**src/rtl/eeg_aram_rd_agen.sv**
```systemverilog
// ARAM read address generator with a credit-limited return-data FIFO.
// Optional stall counter is compiled in when AGEN_PERF_EN is defined.
module eeg_aram_rd_agen #(
  parameter int ADD_AW     = 12,
  parameter int DAT_DW     = 8,
  parameter int LEN_DW     = 8,
  parameter int FIFO_DEPTH = 4
) (
  input  logic              clk,
  input  logic              rst,
  output logic              IS_IDLE,
  input  logic              CFG_INFO_VLD,
  output logic              CFG_INFO_RDY,
  input  logic [ADD_AW-1:0] CFG_BASE_ADD,
  input  logic [LEN_DW-1:0] CFG_COL_NUM,
  input  logic [LEN_DW-1:0] CFG_ROW_NUM,
  input  logic [ADD_AW-1:0] CFG_ROW_STRIDE,
  output logic              ETOA_ADD_VLD,
  output logic              ETOA_ADD_LST,
  output logic              ETOA_ADD_END,
  input  logic              ETOA_ADD_RDY,
  output logic [ADD_AW-1:0] ETOA_ADD_ADD,
  input  logic              ATOE_DAT_VLD,
  input  logic              ATOE_DAT_LST,
  output logic              ATOE_DAT_RDY,
  input  logic [DAT_DW-1:0] ATOE_DAT_DAT,
`ifdef AGEN_PERF_EN
  output logic [15:0]       PERF_STALL_CNT,
`endif
  output logic              DOUT_VLD,
  output logic              DOUT_LST,
  output logic              DOUT_END,
  input  logic              DOUT_RDY,
  output logic [DAT_DW-1:0] DOUT_DAT
);

  // state   | meaning
  // S_IDLE  | waiting for a window configuration
  // S_ISSUE | issuing read addresses, credit permitting
  // S_DRAIN | all addresses issued, waiting for the window-last beat to leave
  typedef enum logic [1:0] {S_IDLE, S_ISSUE, S_DRAIN} state_t;

  localparam int PW = $clog2(FIFO_DEPTH);
  localparam int CW = PW + 1;

  state_t            state;
  logic [LEN_DW-1:0] cfg_col;
  logic [ADD_AW-1:0] cfg_stride;
  logic [ADD_AW-1:0] row_base;
  logic [ADD_AW-1:0] cur_add;
  logic [LEN_DW-1:0] col_rem;
  logic [LEN_DW-1:0] row_rem;
  logic [LEN_DW-1:0] ret_col;
  logic [LEN_DW-1:0] ret_row;
  logic [CW-1:0]     outstanding;
  logic [CW-1:0]     fifo_cnt;
  logic [PW-1:0]     wr_ptr;
  logic [PW-1:0]     rd_ptr;
  logic [DAT_DW-1:0] mem_dat [FIFO_DEPTH];
  logic              mem_lst [FIFO_DEPTH];
  logic              mem_end [FIFO_DEPTH];

  logic [CW:0]       credit_used;
  logic              credit_ok;
  logic              in_issue;
  logic              cfg_hs;
  logic              addr_hs;
  logic              add_lst;
  logic              add_end;
  logic              push;
  logic              pop;
  logic              ret_end;
  logic [ADD_AW-1:0] next_row_base;

  assign IS_IDLE       = (state == S_IDLE);
  assign CFG_INFO_RDY  = IS_IDLE;
  assign cfg_hs        = CFG_INFO_VLD & IS_IDLE;
  assign in_issue      = (state == S_ISSUE);

  // Every issued address owns a FIFO slot until its beat leaves on DOUT.
  assign credit_used   = {1'b0, outstanding} + {1'b0, fifo_cnt};
  assign credit_ok     = credit_used < (CW+1)'(FIFO_DEPTH);

  assign add_lst       = (col_rem == '0);
  assign add_end       = add_lst & (row_rem == '0);
  assign ETOA_ADD_VLD  = in_issue & credit_ok;
  assign ETOA_ADD_LST  = in_issue & add_lst;
  assign ETOA_ADD_END  = in_issue & add_end;
  assign ETOA_ADD_ADD  = cur_add;
  assign addr_hs       = ETOA_ADD_VLD & ETOA_ADD_RDY;
  assign next_row_base = row_base + cfg_stride;

  assign ATOE_DAT_RDY  = ~IS_IDLE & (fifo_cnt != CW'(FIFO_DEPTH));
  assign push          = ATOE_DAT_VLD & ATOE_DAT_RDY;
  assign ret_end       = (ret_col == '0) & (ret_row == '0);

  assign DOUT_VLD      = (fifo_cnt != '0);
  assign DOUT_DAT      = DOUT_VLD ? mem_dat[rd_ptr] : '0;
  assign DOUT_LST      = DOUT_VLD & mem_lst[rd_ptr];
  assign DOUT_END      = DOUT_VLD & mem_end[rd_ptr];
  assign pop           = DOUT_VLD & DOUT_RDY;

  always_ff @(posedge clk or posedge rst) begin
    if (rst) begin
      state      <= S_IDLE;
      cfg_col    <= '0;
      cfg_stride <= '0;
      row_base   <= '0;
      cur_add    <= '0;
      col_rem    <= '0;
      row_rem    <= '0;
    end else begin
      case (state)
        S_IDLE: begin
          if (CFG_INFO_VLD) begin
            cfg_col    <= CFG_COL_NUM;
            cfg_stride <= CFG_ROW_STRIDE;
            row_base   <= CFG_BASE_ADD;
            cur_add    <= CFG_BASE_ADD;
            col_rem    <= CFG_COL_NUM;
            row_rem    <= CFG_ROW_NUM;
            state      <= S_ISSUE;
          end
        end
        S_ISSUE: begin
          if (addr_hs) begin
            if (add_lst) begin
              row_base <= next_row_base;
              cur_add  <= next_row_base;
              col_rem  <= cfg_col;
              row_rem  <= row_rem - LEN_DW'(1);
            end else begin
              cur_add  <= cur_add + ADD_AW'(1);
              col_rem  <= col_rem - LEN_DW'(1);
            end
            if (add_end) state <= S_DRAIN;
          end
        end
        S_DRAIN: begin
          if (pop && DOUT_END) state <= S_IDLE;
        end
        default: state <= S_IDLE;
      endcase
    end
  end

  // Return-side beat counter marks the window-last beat independently of the address side.
  always_ff @(posedge clk or posedge rst) begin
    if (rst) begin
      ret_col     <= '0;
      ret_row     <= '0;
      outstanding <= '0;
      fifo_cnt    <= '0;
      wr_ptr      <= '0;
      rd_ptr      <= '0;
    end else begin
      if (cfg_hs) begin
        ret_col <= CFG_COL_NUM;
        ret_row <= CFG_ROW_NUM;
      end else if (push) begin
        if (ret_col == '0) begin
          ret_col <= cfg_col;
          ret_row <= ret_row - LEN_DW'(1);
        end else begin
          ret_col <= ret_col - LEN_DW'(1);
        end
      end
      case ({addr_hs, push})
        2'b10:   outstanding <= outstanding + CW'(1);
        2'b01:   outstanding <= outstanding - CW'(1);
        default: outstanding <= outstanding;
      endcase
      case ({push, pop})
        2'b10:   fifo_cnt <= fifo_cnt + CW'(1);
        2'b01:   fifo_cnt <= fifo_cnt - CW'(1);
        default: fifo_cnt <= fifo_cnt;
      endcase
      if (push) wr_ptr <= wr_ptr + PW'(1);
      if (pop)  rd_ptr <= rd_ptr + PW'(1);
    end
  end

  always_ff @(posedge clk) begin
    if (push) begin
      mem_dat[wr_ptr] <= ATOE_DAT_DAT;
      mem_lst[wr_ptr] <= ATOE_DAT_LST;
      mem_end[wr_ptr] <= ret_end;
    end
  end

`ifdef AGEN_PERF_EN
  logic stall;
  assign stall = in_issue & ~(credit_ok & ETOA_ADD_RDY);

  always_ff @(posedge clk or posedge rst) begin
    if (rst)                                   PERF_STALL_CNT <= '0;
    else if (cfg_hs)                           PERF_STALL_CNT <= '0;
    else if (stall && PERF_STALL_CNT != 16'hFFFF) PERF_STALL_CNT <= PERF_STALL_CNT + 16'd1;
  end
`endif

endmodule
```
**config.mk**
```make
export PLATFORM = sky130hd
export DESIGN_NAME = eeg_aram_rd_agen
export DESIGN_NICKNAME = d
export VERILOG_FILES = /design/src/rtl/eeg_aram_rd_agen.sv
export SDC_FILE = /design/constraint.sdc
export NUM_CORES = 1
export LEC_CHECK = 0
export ABC_CLOCK_PERIOD_IN_PS = 4950
export CORE_ASPECT_RATIO = 0.6
export CORE_MARGIN = 3
export CORE_UTILIZATION = 60
export DETAILED_ROUTE_END_ITERATION = 8
export GPL_TIMING_DRIVEN = 0
export MAX_ROUTING_LAYER = met4
export PLACE_DENSITY = 0.85
export SYNTH_ARGS = -nofsm -noshare
export SYNTH_HDL_FRONTEND = slang
export SYNTH_SLANG_ARGS = --single-unit
export TNS_END_PERCENT = 10
```
**constraint.sdc**
```tcl
create_clock -name clk -period 4.95 [get_ports clk]
set_clock_uncertainty 0.05 [all_clocks]
set_input_delay 1.485 -clock clk [delete_from_list [all_inputs] [get_ports clk]]
set_output_delay 1.485 -clock clk [all_outputs]
set_load 0.03 [all_outputs]
```
==> results of run 1 <==
## layer usage
layer,wire (um),share of wire
met1,8930,0.42
met2,9090,0.43
met3,2650,0.13
met4,421,0.020
met5,0,0
## sequential cells by signal, summed over array words and instances, names as in the netlist
name / flops
ETOA_ADD_ADD: 12
cfg_col: 8
cfg_stride: 12
col_rem: 8
fifo_cnt: 3
mem_dat: 32
mem_end: 4
mem_lst: 4
outstanding: 3
rd_ptr: 2
ret_col: 8
ret_row: 8
row_base: 12
row_rem: 8
state: 2
wr_ptr: 2
## cell families (layout without fill, tap and decap cells)
| group | Yosys count | count (layout) |
|---|---|---|
| adders and majority gates | 28 | 28 |
| muxes | 10 | 10 |
| xor gates and xnor gates | 28 | 28 |
| and+or+nand+nor | 273 | 273 |
| DFF | 128 | 128 |
| AOI/OAI and AO/OA | 180 | 180 |
| buffers and inverters | 55 | 171 |
## tightest hold or removal path, cell delays in order (launching register included)
cell	delay (ps)
dfrtp_1	350
nand2_1	50
nand2_1	60
## cells in the final DEF (no fill, tap or decap), drive strengths merged, types with 14 or more instances in the layout
cell             n
xnor2           17
clkdlybuf4s50   83
inv             24
nand3           14
buf             14
nor2            72
dfrtp           88
clkbuf          40
ha              25
a21oi           52
nand2          126
edfxtp          40
a31oi           15
o21ai           52
## per-stage QoR
stage / power (mW) / hold slack [ps] / worst slack (ps)
floorplan: 3.96 / 398 / 1140
global placement: 4.81 / 414 / -324
detailed placement: 4.97 / 420 / 588
CTS: 6.43 / 434 / 150
global route: 6.86 / 460 / 42.4
finish: 6.52 / 437 / 171
## area by class of cell
cell class	count	area, um^2	share of cell area
buffer	31	149	0.0173
clock buffer	22	474	0.0551
clock inverter	10	183	0.0212
inverter	24	92.6	0.0108
multi-input combinational	519	3270	0.380
sequential	128	3400	0.396
tap	139	174	0.0202
timing repair buffer	84	858	0.0998
## worst max-delay path by stage
stage                                        endpoint  cells after the start  slack, ps
after CTS                                ETOA_ADD_END                      9        150
after detailed placement                 ETOA_ADD_END                      9        590
after global placement      cfg_stride[0]$_DFFE_PP0P_                      2       -320
final                                    ETOA_ADD_END                      9        170
after floorplan           ETOA_ADD_ADD[0]$_DFFE_PP0P_                      1       1140
after global routing                     ETOA_ADD_END                      9         40
## report_power, final
part / internal [mW] / total (mW) / switching (mW)
clock: 0.933 / 1.40 / 0.470
sequential: 1.51 / 1.90 / 0.395
combinational: 1.28 / 3.22 / 1.94
total: 3.72 / 6.52 / 2.80
==> impl_metrics.toml, run 1 <==
[grt]
antenna_found_initial = 0
grtUsageMet3 = 0.0951
overflow = 0
met2_usage = 0.504
top_usage_layer = "met2"
met1_usage = 0.488
grt_pass1_wl_um = 32400
grt_use_total = 0.347
grt_max_degree = 67
first_global_vias = 6089

[logic_synthesis]
postSynthAreaPerCell_um2 = 9.84
synth_top_family_by_area = "simple AND/OR/NAND/NOR gates"
synth_cell_types = 66
synth_edf_count = 40
synth-compound-area-share = 0.166
yosysTopAreaCellShare = 0.319
synth_fp_nets = 785
yosys.area.top_type = "dfrtp_1"
synth_most_common_cell = "nand2_1"
synthSimpleGateAreaFrac = 0.182
netlist_instances = 702
synth_area_leaders = "dfrtp_1, edfxtp_1, nand2_1"
ys_seq_elements = 128
ys_warn_count = 0
synthFlopType = "dfrtp_1"
ys_seq_area_frac = 0.493
synth.mux.area_fraction = 0.0326
synth_area_um2 = 6910
async_flop_share = 0.688
synth_fa_ha_area_frac = 0.0540
synth_common_cells = "nand2_1, dfrtp_1, nor2_1"
synth_xor_area_frac = 0.0375

[critical_path]
worstRegToRegCells = 10
worst-setup-path-type = "reg -> out"
max_stage_delay_ps = 690
startpoint = "col_rem[0]$_DFFE_PP0P_"
crit_required_ps = 3410
r2r-start = "fifo_cnt[2]$_DFFE_PP0P_"
path_cells = "inv_1, ha_1, nor4b_2, nand2_1, nor2_2, buf_2, nand4b_1, nor2_1, clkdlybuf4s50_1"
worst_setup_path_start_kind = "register"
path_max_fanout = 10
r2r_slack_ps = 2010
cp_num_buf_inv = 3
r2r_end = "outstanding[2]$_DFFE_PP0P_"
crit_family = "buffers and inverters"
crit_path_top_delay_cell = "clkdlybuf4s50_1"
cp-end-kind = "primary output"
cp_data_arrival_time_ps = 3240

[sta]
rsz0062_at_grt = "no"
tightest_slew_ps = 850
fin_crit_sh = 0.965
final_max_slew_viol_count = 0
max_clock_freq_ghz = 0.209
setup_viol = 0
hold_violations = 0
setup_tns_ps = 0
period_needed_ps = 4780
slew_headroom = 0.433

[drt]
wl_um = 21100
post_drt_wl_per_cell_um = 22.0
ant_nets = 0
drt_pass1_iterations = 6
vias = 6211
drc = 0
drt_iter0_drc = 1010
avgViaCountPerCell = 6.49

[clock_network]
postCtsHoldBufs = 0
htreeDepth = 4
cts_tree = "yes"
post_cts.repair.setup_buffers = 0
clk_transition_reported_paths_ps = 60
cts_buffers = 17
cts.sinks = 128
cts-root-buf = "clkbuf_16"
clock_latency_ps = 410
post_cts_resized = 0
max-clock-path-buffers = 2

[placed_design]
place_area_um2 = 7940
gp_congestion = 0.962
hpwl_um = 14900
port_buffers = 83
place_inst = 925

[floorplan]
initial_utilization = 0.634
core_um2 = 10900
rows = 29
die_x_um = 145
ios = 84
die-area_um2 = 12900
die_y_um = 89.1

[job]
cap_viol_max_count = 0

[min_path]
hold_path_depth = 2
min_from = "cfg_stride[5]$_DFFE_PP0P_"
hp-class = "reg -> reg"
min_to = "cfg_stride[5]$_DFFE_PP0P_"

[power]
ir_drop_mv = 0.432
powerDensity_nw_per_um2 = 758
p_leak_nw = 3.51

[final_layout]
diodes = 0
fillers = 703
post-route-cell-area_um2 = 8600
final_util = 0.790
layoutNonFillerInstCount = 957
fin_nets = 888
syn_to_final_growth_pct = 24.5
drive_gt1_frac = 0.0856

[outcome]
status = "completed"
Note: power is estimated with default switching activity, not from simulation.
==> run 2: changes to the inputs <==
--- a/config.mk
+++ b/config.mk
@@ -7,12 +7,12 @@
 export LEC_CHECK = 0
 export ABC_CLOCK_PERIOD_IN_PS = 4950
 export CORE_ASPECT_RATIO = 0.6
-export CORE_MARGIN = 3
+export CORE_MARGIN = 8
 export CORE_UTILIZATION = 60
 export DETAILED_ROUTE_END_ITERATION = 8
 export GPL_TIMING_DRIVEN = 0
 export MAX_ROUTING_LAYER = met4
-export PLACE_DENSITY = 0.85
+export PLACE_DENSITY = 0.94
 export SYNTH_ARGS = -nofsm -noshare
 export SYNTH_HDL_FRONTEND = slang
 export SYNTH_SLANG_ARGS = --single-unit
==> run 2 against run 1 <==
Compared with the run above:
- power shrank 0.39%
- non-clock buffer count is the same
- first-iteration DRC count shrank 20%
- largest cell class unchanged
- sequential power is essentially flat
- global-route usage shrank 4.9 points
- clock-buffer cell count shrank 1
- final area shrank 0.16%
- die area grew 19%
- core utilization shrank 2.8 points
- final cell count grew 0.63%
==> impl_metrics.toml, run 2 (synthesized netlist as in run 1, its figures left out) <==
[floorplan]
core_um2 = 11300
rows = 30
die_y_um = 99.1
initial_utilization = 0.613
die_x_um = 155
ios = 84
die-area_um2 = 15300

[placed_design]
hpwl_um = 15000
gp_congestion = 0.965
port_buffers = 83
dp_slack_ps = 536

[final_layout]
multi_input_area_um2 = 3270
mostFrequentLayoutCells = "nand2_1, dfrtp_1, clkdlybuf4s50_1"
layout_commonest_cell = "nand2_1"
regArea_um2 = 3400
registers.top_by_ff_count = "mem_dat"
fillers = 730
syn_to_final_growth_pct = 24.3
largest_reg_flops = 32
drive_gt1_frac = 0.0892
fin_nets = 888

[drt]
ant_nets = 0
drt_pass1_iterations = 5
wl_um = 21800
vias = 6349
wl_met1_um = 8510
routed.top_layer = "met4"
drc = 0
post_drt_wl_per_cell_um = 22.6
wl_met2_um = 9530
drt_iter0_drc = 808
route.met3.wl_um = 2890
avgViaCountPerCell = 6.59

[sta]
worst_slack_ps = 296
hold_violations = 0
rsz0062_at_grt = "no"
fin_crit_sh = 0.940
period_needed_ps = 4650
final_max_slew_viol_count = 0
tightest_slew_ps = 779
holdWs_ps = 437
setup_viol = 0
max_clock_freq_ghz = 0.215
slew_headroom = 0.481

[clock_network]
cts_buffers = 17
clock_latency_ps = 430
cts.sinks = 128
cts_tree = "yes"
htreeDepth = 4
cts-root-buf = "clkbuf_16"
max-clock-path-buffers = 2
clk_transition_reported_paths_ps = 70
postCtsHoldBufs = 0

[critical_path]
path_max_fanout = 8
crit_required_ps = 3410
path_cells = "inv_1, ha_1, nor4b_2, nand2_1, or2_1, buf_2, nor2_2, clkdlybuf4s50_1"
cp_num_buf_inv = 3
cp_data_arrival_time_ps = 3120
cp-end-kind = "primary output"
crit_family = "buffers and inverters"
worst-setup-path-type = "reg -> out"
crit_path_top_delay_cell = "clkdlybuf4s50_1"
max_stage_delay_ps = 740
worst_setup_path_start_kind = "register"

[grt]
grt_pass1_wl_um = 34100
overflow = 0
antenna_found_initial = 1
first_global_vias = 6337
grt_max_degree = 73
grt_use_total = 0.298

[power]
ir_drop_mv = 0.389
p_leak_nw = 3.52
powerDensity_nw_per_um2 = 757

[outcome]
status = "completed"

[job]
cap_viol_max_count = 0

[min_path]
hp-class = "reg -> reg"
[run 2: worst paths after layout]
path / start / to / slack, ps / cells past startpoint
max in group asynchronous: rst / wr_ptr[1]$_DFFE_PP0P_ / 2910 / 3
worst max-delay path: col_rem[0]$_DFFE_PP0P_ / ETOA_ADD_LST / 300 / 8
worst min-delay path: cfg_stride[3]$_DFFE_PP0P_ / cfg_stride[3]$_DFFE_PP0P_ / 440 / 2
worst max register to register: state[1]$_DFFE_PP0P_ / fifo_cnt[2]$_DFFE_PP0P_ / 2090 / 10
worst min register to register: cfg_stride[3]$_DFFE_PP0P_ / cfg_stride[3]$_DFFE_PP0P_ / 440 / 2
min in group asynchronous: rst / row_base[1]$_DFFE_PP0P_ / 1290 / 2
[run 2: cell type report]
type / instances / area share
antenna: 1 / 0.000291
clock buffer: 21 / 0.0561
tap: 144 / 0.0210
buffer: 31 / 0.0173
sequential: 128 / 0.396
multi-input combinational: 519 / 0.380
clock inverter: 11 / 0.0175
inverter: 24 / 0.0108
timing repair buffer: 84 / 0.100
[run 2: report_power, final]
part / internal, mW / leakage [nW] / switching (mW)
logic: 1.28 / 1.79 / 1.94
registers: 1.50 / 1.42 / 0.410
clock network: 0.852 / 0.310 / 0.506
[run 2: what timing repair did]
item,in CTS,in global routing
setup endpoints to repair,0,1
hold endpoints to repair,0,0
setup buffers,0,0
resized for setup,0,2
[run 2: metrics by stage]
stage	area [um^2]	power (mW)	instances	util	TNS, ps
6_report	8590	6.50	963	0.763	0
3_3_place_gp	7920	4.78	929	0.703	-21710
3_5_place_dp	7950	4.97	930	0.706	0
5_1_grt	8590	6.80	963	0.763	0
2_1_floorplan	6910	3.96	702	-	0
4_1_cts	8580	6.38	962	0.762	0
[run 2: tightest hold or removal path, stage by stage, from the launching register on]
cell and delay [ps]:
dfrtp_1 350, nand2_1 50, nand2_1 50
[run 2: layer usage]
metal,up-vias,track usage
met5,-,-
met1,3031,0.379
met4,0,0.128
met2,504,0.426
met3,107,0.104
li1,2707,-
==> run 3: changes to the inputs <==
--- a/config.mk
+++ b/config.mk
@@ -5,14 +5,15 @@
 export SDC_FILE = /design/constraint.sdc
 export NUM_CORES = 1
 export LEC_CHECK = 0
-export ABC_CLOCK_PERIOD_IN_PS = 4950
+export ABC_CLOCK_PERIOD_IN_PS = 5200
+export CAP_MARGIN = 40
 export CORE_ASPECT_RATIO = 0.6
 export CORE_MARGIN = 8
-export CORE_UTILIZATION = 60
+export CORE_UTILIZATION = 56
 export DETAILED_ROUTE_END_ITERATION = 8
 export GPL_TIMING_DRIVEN = 0
 export MAX_ROUTING_LAYER = met4
-export PLACE_DENSITY = 0.94
+export PLACE_DENSITY = 0.8
 export SYNTH_ARGS = -nofsm -noshare
 export SYNTH_HDL_FRONTEND = slang
 export SYNTH_SLANG_ARGS = --single-unit
==> constraint.sdc (replaced) <==
create_clock -name clk -period 5.2 [get_ports clk]
set_clock_uncertainty 0.05 [all_clocks]
set_input_delay 1.56 -clock clk [delete_from_list [all_inputs] [get_ports clk]]
set_output_delay 1.56 -clock clk [all_outputs]
set_load 0.03 [all_outputs]
==> run 3 against run 2 <==
Compared with the run above:
- die area up 6.2%
- critical path depth up 1
- sequential power down 6%
==> impl_metrics.toml, run 3 (synthesized netlist as in run 1, its figures left out) <==
[critical_path]
startpoint = "col_rem[0]$_DFFE_PP0P_"
worst-setup-path-type = "reg -> out"
max_stage_delay_ps = 700
r2r-start = "state[1]$_DFFE_PP0P_"
path_common_cell = "nor2_1"
path_cells = "inv_1, ha_1, nor4b_2, nand2_1, nor2_1, buf_2, nand4b_1, nor2_1, clkdlybuf4s50_1"
cp_data_arrival_time_ps = 3310
worst_setup_path_start_kind = "register"
crit_required_ps = 3590
path_max_fanout = 10
cp-end-kind = "primary output"
crit_path_top_delay_cell = "clkdlybuf4s50_1"

[clock_network]
post_cts_resized = 0
cts_tree = "yes"
max-clock-path-buffers = 2
cts.sinks = 128
cts_buffers = 17
cts-root-buf = "clkbuf_16"
htreeDepth = 4
clk_transition_reported_paths_ps = 50
post_cts.repair.setup_buffers = 0
postCtsHoldBufs = 0
clock_latency_ps = 420

[floorplan]
initial_utilization = 0.573
core_um2 = 12100
rows = 31
die_x_um = 159
die_y_um = 102
die-area_um2 = 16300
ios = 84

[drt]
post_drt_wl_per_cell_um = 21.1
wl_um = 20800
drc = 0
drt_iter0_drc = 617
avgViaCountPerCell = 6.13
vias = 6025
ant_nets = 0
drt_pass1_iterations = 7

[final_layout]
mostFrequentLayoutCells = "nand2_1, dfrtp_1, clkdlybuf4s50_1"
fin_nets = 888
post-route-cell-area_um2 = 8620
diodes = 0
drive_gt1_frac = 0.0868
layout_commonest_cell = "nand2_1"
syn_to_final_growth_pct = 24.8
registers.top_by_ff_count = "mem_dat"
largest_reg_flops = 32

[power]
pwr-share-seq = 0.297
powerDensity_nw_per_um2 = 706
p_switching_mw = 2.62
p_int_mw = 3.47
p_comb_frac = 0.492
ir_drop_mv = 0.313
p_clk_frac = 0.210
p_leak_nw = 3.51
power.total_mw = 6.09
sw_frac_of_total = 0.430

[sta]
slew_headroom = 0.520
max_clock_freq_ghz = 0.203
final_max_slew_viol_count = 0
rsz0062_at_grt = "no"
setup_viol = 0
tightest_slew_ps = 720
period_needed_ps = 4920
hold_violations = 0
setup_tns_ps = 0
fin_crit_sh = 0.946

[placed_design]
port_buffers = 83
hpwl_um = 15100
place_area_um2 = 7970
gp_congestion = 0.942

[grt]
antenna_found_initial = 0
grt_use_total = 0.270
grt_max_degree = 60
grt_pass1_wl_um = 33100
first_global_vias = 6033
overflow = 0

[outcome]
status = "completed"

[min_path]
hp-class = "reg -> reg"
min_from = "outstanding[2]$_DFFE_PP0P_"

[job]
cap_viol_max_count = 0
==> run 3: cell count changes in the layout (fill, tap and decap cells not counted), sizes merged <==
cell / delta
clkbuf: +1
clkinv: +1
dlymetal6s2s: -1
diode: -1
clkinvlp: +1
inv: -2
clkdlybuf4s50: +1
bufinv: -1
==> run 3: worst paths after layout <==
check / end / slack, ps / depth (start not counted)
min in group asynchronous: ret_row[2]$_DFFE_PP0P_ / 1450 / 2
hold / removal: outstanding[2]$_DFFE_PP0P_ / 450 / 1
max in group asynchronous: ETOA_ADD_ADD[6]$_DFFE_PP0P_ / 3000 / 3
setup / recovery: ETOA_ADD_END / 280 / 9
hold reg to reg: outstanding[2]$_DFFE_PP0P_ / 450 / 1
setup reg to reg: fifo_cnt[2]$_DFFE_PP0P_ / 2260 / 10
==> run 3: final cells by class <==
type	instances	area, um^2
multi-input combinational	519	3260
tap	165	206
sequential	128	3400
inverter	24	92.6
fill	878	3440
buffer	31	149
clock buffer	22	528
timing repair buffer	84	858
clock inverter	10	118
==> run 3: power groups by stage <==
stage               Clock [mW]  Combinational, mW  Sequential, mW
finish                    1.28               3.00            1.81
global route              1.33               3.27            1.85
CTS                       1.29               2.96            1.79
detailed placement           0               2.92            1.79
global placement             0               2.81            1.77
floorplan                    0               2.00            1.77
==> run 3: per-layer routing <==
metal | vias to the layer above | global-route usage | routed length (um)
met3 | 38 | 0.0664 | 2240
met4 | 0 | 0.0908 | 343
met2 | 350 | 0.383 | 8920
met1 | 2930 | 0.375 | 9270
li1 | 2707 | - | -
met5 | - | - | 0
==> run 3: worst max-delay path, delay by kind of cell, from the launching register on <==
kind	cells	cell delay (ps)
flip-flops	1	450
AND/OR/NAND/NOR	5	1080
buffers and inverters	3	1130
adder cells (fa/ha/maj)	1	240
==> run 3: per-stage QoR <==
step	cells	util	worst slack (ps)	hold WS [ps]
5_1_grt	983	0.715	119	446
3_5_place_dp	951	0.661	774	429
3_3_place_gp	950	0.659	-158	415
6_report	983	0.715	281	447
4_1_cts	983	0.715	330	437
2_1_floorplan	702	-	1310	398
